$ cat src/rtl/alarm_clock_ctrl.sv
// Mode FSM and alarm sequencer for the digital alarm clock: turns button pulses
// into adjust strobes, owns the BCD alarm register and rings on a time match.
module alarm_clock_ctrl #(
  parameter bit BLINK_EN = 1'b1
) (
  input  logic        clk,
  input  logic        reset,
  input  logic        tick_1hz,
  input  logic        btnc,
  input  logic        btnr,
  input  logic        btnl,
  input  logic        btnu,
  input  logic        btnd,
  input  logic [12:0] cur_time,
  output logic        clk_run,
  output logic        min_inc,
  output logic        min_dec,
  output logic        hr_inc,
  output logic        hr_dec,
  output logic [12:0] alarm_time,
  output logic        disp_alarm,
  output logic [3:0]  blink_mask,
  output logic        alarm_en,
  output logic        alarm_active,
  output logic [4:0]  mode_led
);

  typedef enum logic [2:0] {
    S_CLOCK   = 3'd0,
    S_CLK_MIN = 3'd1,
    S_CLK_HR  = 3'd2,
    S_ALM_MIN = 3'd3,
    S_ALM_HR  = 3'd4
  } state_t;

  state_t      state_q, state_d;
  logic [12:0] alarm_time_q, alarm_time_d;
  logic        alarm_en_q, alarm_en_d;
  logic        alarm_active_q, alarm_active_d;
  logic        phase_q, phase_d;
  logic        match_q, match;
  logic [3:0]  strobe_q, strobe_d;  // {min_inc, min_dec, hr_inc, hr_dec}
  logic        any_btn;

  function automatic logic [12:0] min_step(input logic [12:0] t, input logic up);
    logic [2:0] tens;
    logic [3:0] ones;
    tens = t[6:4];
    ones = t[3:0];
    if (up) begin
      if (ones == 4'd9) begin
        ones = 4'd0;
        tens = (tens == 3'd5) ? 3'd0 : tens + 3'd1;
      end else ones = ones + 4'd1;
    end else begin
      if (ones == 4'd0) begin
        ones = 4'd9;
        tens = (tens == 3'd0) ? 3'd5 : tens - 3'd1;
      end else ones = ones - 4'd1;
    end
    return {t[12:7], tens, ones};
  endfunction

  function automatic logic [12:0] hr_step(input logic [12:0] t, input logic up);
    logic [1:0] tens;
    logic [3:0] ones;
    tens = t[12:11];
    ones = t[10:7];
    if (up) begin
      if (tens == 2'd2 && ones == 4'd3) begin
        tens = 2'd0;
        ones = 4'd0;
      end else if (ones == 4'd9) begin
        ones = 4'd0;
        tens = tens + 2'd1;
      end else ones = ones + 4'd1;
    end else begin
      if (tens == 2'd0 && ones == 4'd0) begin
        tens = 2'd2;
        ones = 4'd3;
      end else if (ones == 4'd0) begin
        ones = 4'd9;
        tens = tens - 2'd1;
      end else ones = ones - 4'd1;
    end
    return {tens, ones, t[6:0]};
  endfunction

  assign match   = (cur_time == alarm_time_q);
  assign any_btn = btnc | btnr | btnl | btnu | btnd;

  always_comb begin
    state_d        = state_q;
    alarm_time_d   = alarm_time_q;
    alarm_en_d     = alarm_en_q;
    alarm_active_d = alarm_active_q;
    strobe_d       = 4'b0000;
    // A ringing alarm swallows the first button pulse as the acknowledge.
    if (alarm_active_q && any_btn) begin
      alarm_active_d = 1'b0;
    end else begin
      if (state_q == S_CLOCK && alarm_en_q && match && !match_q) alarm_active_d = 1'b1;
      if (btnc) begin
        state_d = (state_q == S_CLOCK) ? S_CLK_MIN : S_CLOCK;
      end else if (btnr) begin
        case (state_q)
          S_CLK_MIN: state_d = S_CLK_HR;
          S_CLK_HR:  state_d = S_ALM_MIN;
          S_ALM_MIN: state_d = S_ALM_HR;
          S_ALM_HR:  state_d = S_CLK_MIN;
          default:   state_d = state_q;
        endcase
      end else if (btnl) begin
        case (state_q)
          S_CLK_MIN: state_d = S_ALM_HR;
          S_CLK_HR:  state_d = S_CLK_MIN;
          S_ALM_MIN: state_d = S_CLK_HR;
          S_ALM_HR:  state_d = S_ALM_MIN;
          default:   state_d = state_q;
        endcase
      end else if (btnu || btnd) begin
        case (state_q)
          S_CLOCK:   alarm_en_d   = btnu ? ~alarm_en_q : alarm_en_q;
          S_CLK_MIN: strobe_d     = btnu ? 4'b1000 : 4'b0100;
          S_CLK_HR:  strobe_d     = btnu ? 4'b0010 : 4'b0001;
          S_ALM_MIN: alarm_time_d = min_step(alarm_time_q, btnu);
          S_ALM_HR:  alarm_time_d = hr_step(alarm_time_q, btnu);
          default:   strobe_d     = 4'b0000;
        endcase
      end
    end
    if (state_d != state_q) phase_d = 1'b0;
    else if (tick_1hz)      phase_d = ~phase_q;
    else                    phase_d = phase_q;
  end

  always_ff @(posedge clk or posedge reset) begin
    if (reset) begin
      state_q        <= S_CLOCK;
      alarm_time_q   <= 13'd0;
      alarm_en_q     <= 1'b0;
      alarm_active_q <= 1'b0;
      phase_q        <= 1'b0;
      match_q        <= 1'b1;
      strobe_q       <= 4'b0000;
    end else begin
      state_q        <= state_d;
      alarm_time_q   <= alarm_time_d;
      alarm_en_q     <= alarm_en_d;
      alarm_active_q <= alarm_active_d;
      phase_q        <= phase_d;
      match_q        <= match;
      strobe_q       <= strobe_d;
    end
  end

  assign {min_inc, min_dec, hr_inc, hr_dec} = strobe_q;
  assign alarm_time   = alarm_time_q;
  assign alarm_en     = alarm_en_q;
  assign alarm_active = alarm_active_q;
  assign clk_run      = !(state_q == S_CLK_MIN || state_q == S_CLK_HR);
  assign disp_alarm   = (state_q == S_ALM_MIN || state_q == S_ALM_HR);
  assign mode_led     = 5'b00001 << state_q;
  assign blink_mask   = (BLINK_EN && phase_q && state_q != S_CLOCK)
                        ? ((state_q == S_CLK_MIN || state_q == S_ALM_MIN) ? 4'b0011 : 4'b1100)
                        : 4'b0000;

endmodule

$ cat config.mk
export PLATFORM = sky130hd
export DESIGN_NAME = alarm_clock_ctrl
export DESIGN_NICKNAME = d
export VERILOG_FILES = /design/src/rtl/alarm_clock_ctrl.sv
export SDC_FILE = /design/constraint.sdc
export NUM_CORES = 1
export LEC_CHECK = 0
export BUFFER_PORTS_ARGS = -buffer_cell sky130_fd_sc_hd__buf_2
export CAP_MARGIN = 20
export CELL_PAD_IN_SITES_DETAIL_PLACEMENT = 1
export CELL_PAD_IN_SITES_GLOBAL_PLACEMENT = 1
export CORE_MARGIN = 3
export CORE_UTILIZATION = 39
export DETAILED_ROUTE_END_ITERATION = 8
export PLACE_DENSITY_LB_ADDON = 0.1
export SETUP_SLACK_MARGIN = 0.4
export SYNTH_ARGS = -nofsm -noshare
export SYNTH_HDL_FRONTEND = slang
export SYNTH_SLANG_ARGS = --single-unit
$ cat constraint.sdc
create_clock -name clk -period 3.9 [get_ports clk]
set_input_delay 0.39 -clock clk [delete_from_list [all_inputs] [get_ports clk]]
set_output_delay 0.39 -clock clk [all_outputs]
set_load 0.005 [all_outputs]
---- Yosys cells after proc, flatten, opt, wreduce, memory -nomap -nowiden ----
Cells that the tools add are included.
operators by class
  add/sub/neg operators ................... 8
  eq/ne operators ......................... 13
  shift-type cells ........................ 1
  mux-type cells .......................... 40
  bitwise operators ....................... 12
  reduce and logical (&&, ||, !) cells .... 28
operator list
  operator                                                               count
  4-bit two-way mux                                                      16
  3-bit two-way mux                                                      9
  13-bit case mux with 2 select lines                                    1
  3-bit case mux with 4 select lines                                     2
  7-bit AND reduction                                                    3
  9-bit AND reduction                                                    2
  13-bit equality test                                                   1
  2-bit two-way mux                                                      6
  4-bit by 1-bit adder with 4-bit output, second input constant          2
  4-bit equality test, second input constant                             2
  4-bit logical NOT                                                      2
  1-bit NOT                                                              8
  4-bit case mux with 2 select lines                                     1
  4-bit by 1-bit subtractor with 4-bit output, second input constant     2
  1-bit logical AND                                                      7
  3-bit by 2-bit equality test with 1-bit output, second input constant  2
  3-bit equality test, second input constant                             2
  3-bit logical NOT                                                      2
  2-bit nonzero test                                                     3
  3-bit nonzero test                                                     2
  1-bit two-way mux                                                      5
  1-bit by 3-bit left shift with 5-bit output, first input constant      1
  4-bit by 2-bit equality test with 1-bit output, second input constant  1
  1-bit logical OR                                                       4
  12 further kinds                                                       16
word-level totals
  bits in registers ....................... 24
  output and inout bits ................... 30
  word-level logic and storage cells ...... 112

---- Logic depth before layout (Yosys ltp) ----
Gate-level depths: netlist of the first run.
  depth after elaboration ................. 8
  gate-level depth with buffers ........... 7
  gate-level depth less buffers ........... 6

---- Least setup slack after synthesis of the first run ----
Ideal clock, no wire load.
  path kind ............................... register to register
  start point ............................. register alarm_time_q[7] (netlist: alarm_time[7])
  end point ............................... register alarm_time_q[11] (netlist: alarm_time[11])
  library setup time ...................... 0.128 ns
  arrival time ............................ 2.169 ns
  path slack .............................. 1.604 ns
  cell stages (with the launch flop) ...... 8
  buffers on the path ..................... 1
  period minus slack after synthesis ...... 2.296 ns
  cells stage by stage .................... dfrtp_1 > clkbuf_1 > inv_1 > ha_1 > or3b_4 > or3b_1 > o22ai_2 > mux2_1
between the ends
  word-level cells in the longest chain between the ends .. 5
  elaborated cells on any way between the ends .. 12
  those cells by class .................... 3 x eq/ne; 4 x mux; 5 x reduce/logical
ends and longest elaborated chain
  element                                                                              RTL line    RTL
  start, declared                                                                      37          logic [12:0] alarm_time_q, alarm_time_d;
  start signal, assigned                                                               148         alarm_time_q <= alarm_time_d;
  4-bit by 2-bit equality test with 1-bit output or 4-bit logical NOT (tied branches)  70, 78, 81
  1-bit logical AND (on tied branches)                                                 70, 78
  2-bit two-way mux (on tied branches)                                                 70, 78
  2-bit two-way mux                                                                    69          if (up) begin
  13-bit case mux with 2 select lines                                                  122         case (state_q)
Several ways; a longest one is shown, not always the timed one. The select of a mux whose other input is x is not followed.
A chain may end at the register's enable or synchronous reset.

---- Worst setup path after layout of the first run ----
  start point ............................. register alarm_time_q[7] (netlist: alarm_time[7])
  end point ............................... register alarm_time_q[12] (netlist: alarm_time[12])
Same word-level chain as after synthesis.

==> summary.md, run 1 <==
| Metric | Value |
|---|---|
| CTS Buf Count | `3` |
| RR Endpoint | `alarm_time[12]` |
| Status | `finished clean` |
| Synth top cells by count | `dfrtp_1 (23), inv_1 (19), xor2_1 (16)` |
| Post-cts sizing count | `0` |
| Most used flip-flop cell after synthesis | `dfrtp_1` |
| Fin crit share | `60.62%` |
| # Max-Cap Violations | `0` |
| Power per standard cell area | `445.7 nW/um^2` |
| Unrepaired setup endpoints after global routing | `false` |
| Number of global-route vias before repair | `1632` |
| Syn avg cell area | `8.565 um^2` |
| Chip height | `74.39 um` |
| Crit-path cells | `inv_1, ha_1, or3b_4, or3b_1, o22ai_2, mux2_1` |
| Setup crit start kind | `flop` |
| Critical path class | `reg -> reg` |
| Critical path's slowest cell | `dfrtp_1` |
| Filler cell count | `555` |
| Worst slew pin tran | `948.0 ps` |
| Slew Viols, Final | `0` |
| Worst Reg-to-Reg Cells | `6` |
| Worst-path maximum fanout | `11` |
| Buf/Inv on CP | `1` |
| Clock sinks | `24` |
| First-pass GRT wire length | `8066 um` |
| Drt pass-1 iters | `4` |
| Aggregate global routing overflow | `0` |
| Final Power | `0.9531 mW` |
| Post-synth EDFFs | `0` |
| Mapped Area | `1824 um^2` |
| DIE AREA | `5534 um^2` |
| Reg area | `601.8 um^2` |
| Syn Inst Count | `213` |
| Nets@finish | `281` |
| Core Rows | `24` |
| Area leader, netlist | `dfrtp_1` |
| DRC Markers | `0` |
| DP Area | `2067 um^2` |
| Tmin final | `2364 ps` |
| CP peak stage delay | `520 ps` |
| Layout cells sized above 1 | `26.19%` |
| Most common cell in the netlist | `dfrtp_1` |
| H-tree depth | `1` |
| Worst VDD drop | `0.1730 mV` |
| Area Growth Syn to Fin | `17.22%` |
| Synth area leaders | `dfrtp_1 (32%), xor2_1 (7.7%), ha_1 (4.8%)` |
| Gp weighted congestion | `0.8241` |
| Post-CTS setup buffers | `0` |
| Final core utilization | `48.11%` |
| Clock tree buffer depth | `2` |
| Relative slew slack | `36.73%` |
| Asr flop ratio synth | `100.0%` |
| Initial antenna violation count | `0` |
| CTS tree | `built` |
| Post-route ant nets | `0` |
| Post-synth cell types | `57` |
| Synth top area share | `31.55%` |
| Initial Util | `41.05%` |
| Ports | `51` |
| Latest clock arrival within the worst-skew pair | `270 ps` |
| Family with the most delay on the worst path | `simple AND/OR/NAND/NOR gates` |
| Hold Slack | `321.5 ps` |
| Worst setup EP type | `flop` |
| FF-to-FF Start | `alarm_time[7]` |
| Clock slew at reported path FFs | `100 ps` |
| CORE AREA | `4444 um^2` |
| Synthesized Nets | `241` |
| Area of the multi-input gates | `1079 um^2` |
| Sequential fraction of the synthesis area | `32.99%` |
| Gr usage total | `18.64%` |
| Final wirelength | `4927 um` |
| Arrival @ worst endpoint | `2530 ps` |
| Via count | `1688` |
| Via density | `5.553` |
| Final hold vios | `0` |
| ANT cells | `0` |
| Leakage | `1.041 nW` |
| DR iter-0 viols | `39` |
| Post-DP HPWL | `3711 um` |
| WL/cell | `16.21 um` |
| Setup total negative slack | `0 ps` |
| Design area | `2138 um^2` |
| Clock tree root driver cell | `clkbuf_8` |
| Chip width | `74.39 um` |
| Fmax | `422.9 MHz` |
| Hold-fix buffers at CTS | `0` |
| #FFs+latches synth | `24` |
| Final setup fails | `0` |
| Warnings from Yosys | `0` |
| Pin count of the biggest net entering global routing | `33` |
| Port Buffers | `50` |
| WP data required | `4060 ps` |
| Worst hold path class | `in -> async` |
| Clock Skews | `8.186 ps` |
| Reg2Reg Setup Slack | `1540 ps` |
## registers in the layout (all words and copies together), names as in the netlist
| name | flops |
|---|---|
| match_q | 1 |
| alarm_time | 13 |
| state_q | 3 |
| alarm_en | 1 |
| strobe_q | 4 |
| alarm_active | 1 |
| phase_q | 1 |
## cell usage in the layout, fill, tap and decap left out, types with 4 or more instances in the layout
cell type  count
a21oi_1        8
buf_2         50
dfrtp_1       23
ha_1           7
inv_1         19
nand2_1       13
nand3_1       10
nand3b_1       4
nor2_1        14
nor2b_1        5
nor3b_1        4
o21ai_0       15
xor2_1        16
## through the flow
step	setup WS, ps	instances
3_5_place_dp	1530	300
6_report	1536	304
3_3_place_gp	1615	300
2_1_floorplan	1604	213
4_1_cts	1521	304
5_1_grt	1407	304
## final cells by class
class,instances,share of cell area (%)
multi-input combinational,155,50.44
sequential,24,28.15
timing repair buffer,50,11.70
inverter,19,3.335
tap,52,3.043
clock buffer,3,1.931
clock inverter,1,1.404
## cells by family after synthesis
kind of cell               share of synthesized area (%)
adders and majority gates                          4.801
xor gates and xnor gates                           8.642
AOI/OAI and AO/OA                                  19.41
and+or+nand+nor                                    23.32
DFF                                                32.99
buffers and inverters                              7.887
muxes                                              2.949
## power breakdown
group	internal (mW)	switching, mW	total (mW)
Sequential	0.287	0.0881	0.375
Combinational	0.159	0.197	0.357
Clock	0.137	0.0846	0.222
## routing by layer
layer / GRT usage (%) / part of all wire, % / vias to the layer above
met4: 2.964 / 0.77 / 0
met2: 30.54 / 49 / 25
met3: 2.568 / 2.6 / 4
li1: - / - / 825
met5: 0 / 0 / -
met1: 26.67 / 48 / 834
## worst max path at each step
| stage | to | slack [ps] | depth (start not counted) | from |
|---|---|---|---|---|
| floorplan | alarm_time[11] | 1600 | 7 | alarm_time[7] |
| global placement | alarm_time[12] | 1610 | 6 | alarm_time[7] |
| detailed placement | alarm_time[12] | 1530 | 6 | alarm_time[7] |
| CTS | alarm_time[12] | 1520 | 6 | alarm_time[7] |
| global route | alarm_time[12] | 1410 | 6 | alarm_time[7] |
| finish | alarm_time[12] | 1540 | 6 | alarm_time[7] |
No activity file was read; power rests on OpenSTA's default activity.
==> run 2, diff against run 1 <==
--- a/config.mk
+++ b/config.mk
@@ -10,7 +10,7 @@
 export CELL_PAD_IN_SITES_DETAIL_PLACEMENT = 1
 export CELL_PAD_IN_SITES_GLOBAL_PLACEMENT = 1
 export CORE_MARGIN = 3
-export CORE_UTILIZATION = 39
+export CORE_UTILIZATION = 38
 export DETAILED_ROUTE_END_ITERATION = 8
 export PLACE_DENSITY_LB_ADDON = 0.1
 export SETUP_SLACK_MARGIN = 0.4
==> constraint.sdc (replaced) <==
create_clock -name clk -period 2.22 [get_ports clk]
set_input_delay 0.222 -clock clk [delete_from_list [all_inputs] [get_ports clk]]
set_output_delay 0.222 -clock clk [all_outputs]
set_load 0.005 [all_outputs]
==> summary.md, run 2 (synthesis results as in run 1) <==
| Metric | Value |
|---|---|
| Status | `finished clean` |
| Slew Viols, Final | `0 (unchanged)` |
| Drt pass-1 iters | `4 (unchanged)` |
| Final wirelength | `5030 um (+2.1%)` |
| Aggregate global routing overflow | `0 (unchanged)` |
| CP peak stage delay | `420 ps (-100 ps)` |
| CTS tree | `built` |
| Clock slew at reported path FFs | `90 ps (about the same)` |
| Arrival @ worst endpoint | `2180 ps (-350 ps)` |
| Initial Util | `40.50% (-0.55 points)` |
| Most common cell after layout, fill and taps aside | `buf_2` |
| Sequential Power Share | `36.0% (-3.3 points)` |
| CP most frequent cell | `or3b_4` |
| First-pass GRT wire length | `8500 um (+5.4%)` |
| Fmax | `496.2 MHz (+17%)` |
| WP data required | `2380 ps (-1680 ps)` |
| Gr usage total | `19.20% (+0.56 points)` |
| Fin crit share | `90.78% (+30 points)` |
| Initial antenna violation count | `0 (unchanged)` |
| CTS Buf Count | `3 (unchanged)` |
| Chip height | `75.29 um (+1.2%)` |
| Power per standard cell area | `747.6 nW/um^2 (+68%)` |
| Finished Layout Cells | `318 (+4.6%)` |
| Final core utilization | `50.47% (+2.4 points)` |
| Gp weighted congestion | `0.8208 (-0.40%)` |
| Worst setup EP type | `flop` |
| Clock tree root driver cell | `clkbuf_8` |
| Post-DP HPWL | `3833 um (+3.3%)` |
| Clock tree buffer depth | `2 (unchanged)` |
| Setup total negative slack | `0 ps (unchanged)` |
| Chip width | `75.29 um (+1.2%)` |
| Setup crit start kind | `flop` |
| Placed cells | `310 (+3.3%)` |
| Latest clock arrival within the worst-skew pair | `270 ps (about the same)` |
| Unrepaired setup endpoints after global routing | `true` |
| Clock Skews | `5.623 ps (-2.562 ps)` |
| WL/cell | `15.82 um (-2.4%)` |
| Ports | `51 (unchanged)` |
| Worst hold path class | `in -> reg` |
| Net Sw Frac | `39.97% (+1.1 points)` |
| Filler cell count | `552 (-0.54%)` |
| Area Growth Syn to Fin | `24.62%` |
| Leakage | `1.095 nW (+5.2%)` |
| Port Buffers | `50 (unchanged)` |
| Tmin final | `2015 ps (-349.1 ps)` |
| Int Pwr | `1.020 mW (+75%)` |
| Number of global-route vias before repair | `1785 (+9.4%)` |
| Post-route ant nets | `0 (unchanged)` |
| Critical path class | `reg -> reg` |
| DIE AREA | `5668 um^2 (+2.4%)` |
| Worst slew pin tran | `452.8 ps (-495.2 ps)` |
| Crit-path cells | `inv_4, ha_4, or3b_4, or3b_4, o22ai_4, mux2_4` |
| Via count | `1768 (+4.7%)` |
| DR iter-0 viols | `46 (+18%)` |
| Via density | `5.560 (+0.13%)` |
| Final hold vios | `0 (unchanged)` |
| P_sw | `0.6794 mW (+84%)` |
| Clock sinks | `24 (unchanged)` |
| Number of flip-flops in the largest register | `13 (unchanged)` |
| Most frequent cells in the layout | `buf_2 (50), dfrtp_1 (21), inv_1 (17)` |
| # Max-Cap Violations | `0 (unchanged)` |
| Pin count of the biggest net entering global routing | `25 (-24%)` |
| Final Power | `1.700 mW (+78%)` |
| DRC Markers | `0 (unchanged)` |
| Nets@finish | `295 (+5.0%)` |
| ANT cells | `0 (unchanged)` |
| Setup WS post-layout | `204.8 ps (-1331 ps)` |
| Gate power share | `46.3% (+8.9 points)` |
| H-tree depth | `1 (unchanged)` |
| Final setup fails | `0 (unchanged)` |
| Pre-CTS setup slack | `140.6 ps (-1390 ps)` |
| Critical path's slowest cell | `dfrtp_1` |
| Layout cells sized above 1 | `33.46% (+7.3 points)` |
| Relative slew slack | `69.53% (+33 points)` |
| Worst-path maximum fanout | `2 (-9)` |
| Worst VDD drop | `0.3041 mV (+76%)` |
| Core Rows | `24 (unchanged)` |
| Clock share of power | `17.7% (-5.6 points)` |
| CORE AREA | `4504 um^2 (+1.4%)` |
run 2: timing repair:
action	4_1_cts	5_1_grt
endpoints found under the hold margin	18	0
hold buffers	1	0
pin swaps	3	3
buffers inserted	3	0
endpoints found under the setup margin	2	13
gates resized for setup	3	6
run 2: critical path: cells and delay by family, from the launching register on:
kind                     cells  cell delay, ps
buffers and inverters        1              80
AO/OA/AOI/OAI                1             210
adder cells (fa/ha/maj)      1             120
flip-flops                   1             420
multiplexers                 1             320
AND/OR/NAND/NOR              2             760
run 2: routing by layer:
layer  track usage (%)  part of all wire [%]
met5                 0                     0
met4             2.330                  0.54
met2             34.13                    50
met3             2.804                   4.9
met1             25.35                    45
run 2: power groups by stage:
stage	clock (mW)	combinational (mW)	sequential (mW)
finish	0.301	0.786	0.612
floorplan	0	0.506	0.582
global placement	0	0.741	0.613
CTS	0.309	0.777	0.610
detailed placement	0	0.756	0.618
global route	0.327	0.890	0.624
run 2: worst paths after layout:
kind	startpoint	end	slack, ps	cells past startpoint
worst min register to register	alarm_en	alarm_en	530	1
worst max-delay path	alarm_time[7]	alarm_time[12]	200	6
worst min-delay path	tick_1hz	phase_q	220	3
worst max register to register	alarm_time[7]	alarm_time[12]	200	6
max in group asynchronous	reset	match_q	1390	4
min in group asynchronous	reset	alarm_time[9]	530	4
run 2: area by class of cell:
cell class	instances	area [um^2]	area share [%]
multi-input combinational	155	1117	49.15
sequential	24	604.3	26.58
timing repair buffer	64	357.8	15.74
inverter	19	73.82	3.247
tap	52	65.06	2.862
clock buffer	4	55.05	2.422
run 2: through the flow:
stage / instance area [um^2] / hold slack, ps
6_report: 2273 / 221.6
5_1_grt: 2273 / 221.1
4_1_cts: 2252 / 223.7
3_5_place_dp: 2157 / 291.2
3_3_place_gp: 2157 / 282.4
2_1_floorplan: 1849 / 235.9
==> run 3, diff against run 2 <==
--- a/config.mk
+++ b/config.mk
@@ -7,12 +7,13 @@
 export LEC_CHECK = 0
 export BUFFER_PORTS_ARGS = -buffer_cell sky130_fd_sc_hd__buf_2
 export CAP_MARGIN = 20
-export CELL_PAD_IN_SITES_DETAIL_PLACEMENT = 1
-export CELL_PAD_IN_SITES_GLOBAL_PLACEMENT = 1
+export CELL_PAD_IN_SITES_DETAIL_PLACEMENT = 2
+export CELL_PAD_IN_SITES_GLOBAL_PLACEMENT = 2
 export CORE_MARGIN = 3
-export CORE_UTILIZATION = 38
+export CORE_UTILIZATION = 30
 export DETAILED_ROUTE_END_ITERATION = 8
 export PLACE_DENSITY_LB_ADDON = 0.1
+export RECOVER_POWER = 50
 export SETUP_SLACK_MARGIN = 0.4
 export SYNTH_ARGS = -nofsm -noshare
 export SYNTH_HDL_FRONTEND = slang
==> summary.md, run 3 (synthesis results as in run 1) <==
| Metric | Value |
|---|---|
| Final core utilization | `41.44% (-9.0 points)` |
| Most frequent cells in the layout | `buf_2 (46), dfrtp_1 (23), buf_4 (20)` |
| Crit-path cells | `inv_2, ha_4, or3b_4, or3b_1, o22ai_2, mux2_4` |
| H-tree depth | `1 (unchanged)` |
| DIE AREA | `7053 um^2 (+24%)` |
| Power per standard cell area | `775.5 nW/um^2 (+3.7%)` |
| Clock tree root driver cell | `clkbuf_8` |
| Nets@finish | `303 (+2.7%)` |
| Fmax | `479.0 MHz (-3.5%)` |
| Tmin final | `2088 ps (+72.60 ps)` |
| Gp weighted congestion | `0.7837 (-4.5%)` |
| # Max-Cap Violations | `0 (unchanged)` |
| Final wirelength | `6159 um (+22%)` |
| WL/cell | `17.80 um (+13%)` |
| Worst hold path class | `in -> reg` |
| Worst slew pin tran | `1415 ps (+962.5 ps)` |
| Clock Skews | `2.591 ps (-3.033 ps)` |
| CTS Buf Count | `3 (unchanged)` |
| Worst VDD drop | `0.3154 mV (+3.7%)` |
| Aggregate global routing overflow | `0 (unchanged)` |
| Pin count of the biggest net entering global routing | `25 (unchanged)` |
| Setup crit start kind | `flop` |
| Final hold vios | `0 (unchanged)` |
| Critical path's slowest cell | `dfrtp_1` |
| Slew Viols, Final | `0 (unchanged)` |
| Post-DP HPWL | `4419 um (+15%)` |
| Arrival @ worst endpoint | `2240 ps (+60 ps)` |
| CP peak stage delay | `420 ps (about the same)` |
| Post-route ant nets | `0 (unchanged)` |
| Family with the most delay on the worst path | `simple AND/OR/NAND/NOR gates` |
| Reg area | `601.8 um^2 (-0.41%)` |
| Layout cells sized above 1 | `34.31% (+0.85 points)` |
| First-pass GRT wire length | `10090 um (+19%)` |
| Chip width | `83.98 um (+12%)` |
| Gr usage total | `17.44% (-1.8 points)` |
| CTS tree | `built` |
| Clock slew at reported path FFs | `90 ps (about the same)` |
| DRC Markers | `0 (unchanged)` |
| Area of the multi-input gates | `1142 um^2 (+2.2%)` |
| Setup total negative slack | `0 ps (unchanged)` |
| Most common cell after layout, fill and taps aside | `buf_2` |
| Chip height | `83.98 um (+12%)` |
| Buf/Inv on CP | `1 (unchanged)` |
| Status | `finished clean` |
| Number of flip-flops in the largest register | `13 (unchanged)` |
| Drt pass-1 iters | `4 (unchanged)` |
| Via density | `5.301 (-4.7%)` |
| ANT cells | `0 (unchanged)` |
| Clock sinks | `24 (unchanged)` |
| Initial antenna violation count | `0 (unchanged)` |
| Critical path class | `reg -> reg` |
| Leakage | `1.118 nW (+2.2%)` |
| Area Growth Syn to Fin | `29.70%` |
| CORE AREA | `5709 um^2 (+27%)` |
| Latest clock arrival within the worst-skew pair | `270 ps (about the same)` |
| Fin crit share | `94.05% (+3.3 points)` |
| Via count | `1834 (+3.7%)` |
| Core Rows | `27 (+13%)` |
| Number of global-route vias before repair | `1945 (+9.0%)` |
| Worst-path maximum fanout | `2 (unchanged)` |
| DR iter-0 viols | `61 (+33%)` |
| WP data required | `2380 ps (about the same)` |
| Unrepaired setup endpoints after global routing | `true` |
| Final setup fails | `0 (unchanged)` |
| Port Buffers | `50 (unchanged)` |
| Relative slew slack | `5.645% (-64 points)` |
| Ports | `51 (unchanged)` |
| Worst setup EP type | `flop` |
| Filler cell count | `689 (+25%)` |
| Hold Slack | `216.2 ps (-5.396 ps)` |
| Initial Util | `31.95% (-8.5 points)` |
| Clock tree buffer depth | `2 (unchanged)` |
==> run 3: final cells by class <==
type	instances	area share, %
Sequential cell	24	25.44
Tap cell	72	3.808
Clock buffer	4	2.327
Multi-Input combinational cell	155	48.28
Inverter	19	3.120
Timing Repair Buffer	72	17.03
==> run 3: path summary, 6_finish.rpt <==
| kind | start | endpoint | slack [ps] | depth (start not counted) |
|---|---|---|---|---|
| setup / recovery | alarm_time[8] | alarm_time[12] | 130 | 6 |
| max in group asynchronous | reset | alarm_time[9] | 970 | 3 |
| setup reg to reg | alarm_time[8] | alarm_time[12] | 130 | 6 |
| hold / removal | tick_1hz | phase_q | 220 | 3 |
| hold reg to reg | alarm_en | alarm_en | 550 | 1 |
| min in group asynchronous | reset | alarm_time[4] | 420 | 3 |
==> run 3: repair_timing <==
action                                 CTS  global route
gates cloned                             0             0
hold buffers                             0             0
endpoints found under the hold margin    0             0
setup buffers                            6             4
setup endpoints to repair                3            12
pin swaps                                3             5
resized for setup                        4             7
==> run 3: through the flow <==
stage                     instances  area (um^2)  power [mW]  setup slack [ps]
after floorplan                 213         1849       1.088             63.35
after global placement          332         2197       1.387             197.8
after detailed placement        332         2197       1.413             126.3
after CTS                       342         2307       1.784             192.9
after global routing            346         2366       1.991             92.98
final                           346         2366       1.835             132.2
==> run 3: where the power goes <==
group | internal [mW] | switching, mW
registers | 0.505 | 0.0901
logic | 0.422 | 0.512
clock network | 0.158 | 0.147
==> run 3: worst reg2reg max path: stages (launching register included) <==
cell and delay [ps]:
dfrtp_1 420, inv_2 100, ha_4 130, or3b_4 380, or3b_1 370, o22ai_2 250, mux2_4 330
==> run 3: layer usage <==
layer / vias to the layer above / GRT usage, % / wire [um]
met5: - / 0 / 0
met4: 0 / 3.509 / 68
met3: 4 / 2.172 / 212
met2: 37 / 30.73 / 3039
met1: 921 / 22.83 / 2839
li1: 872 / - / -
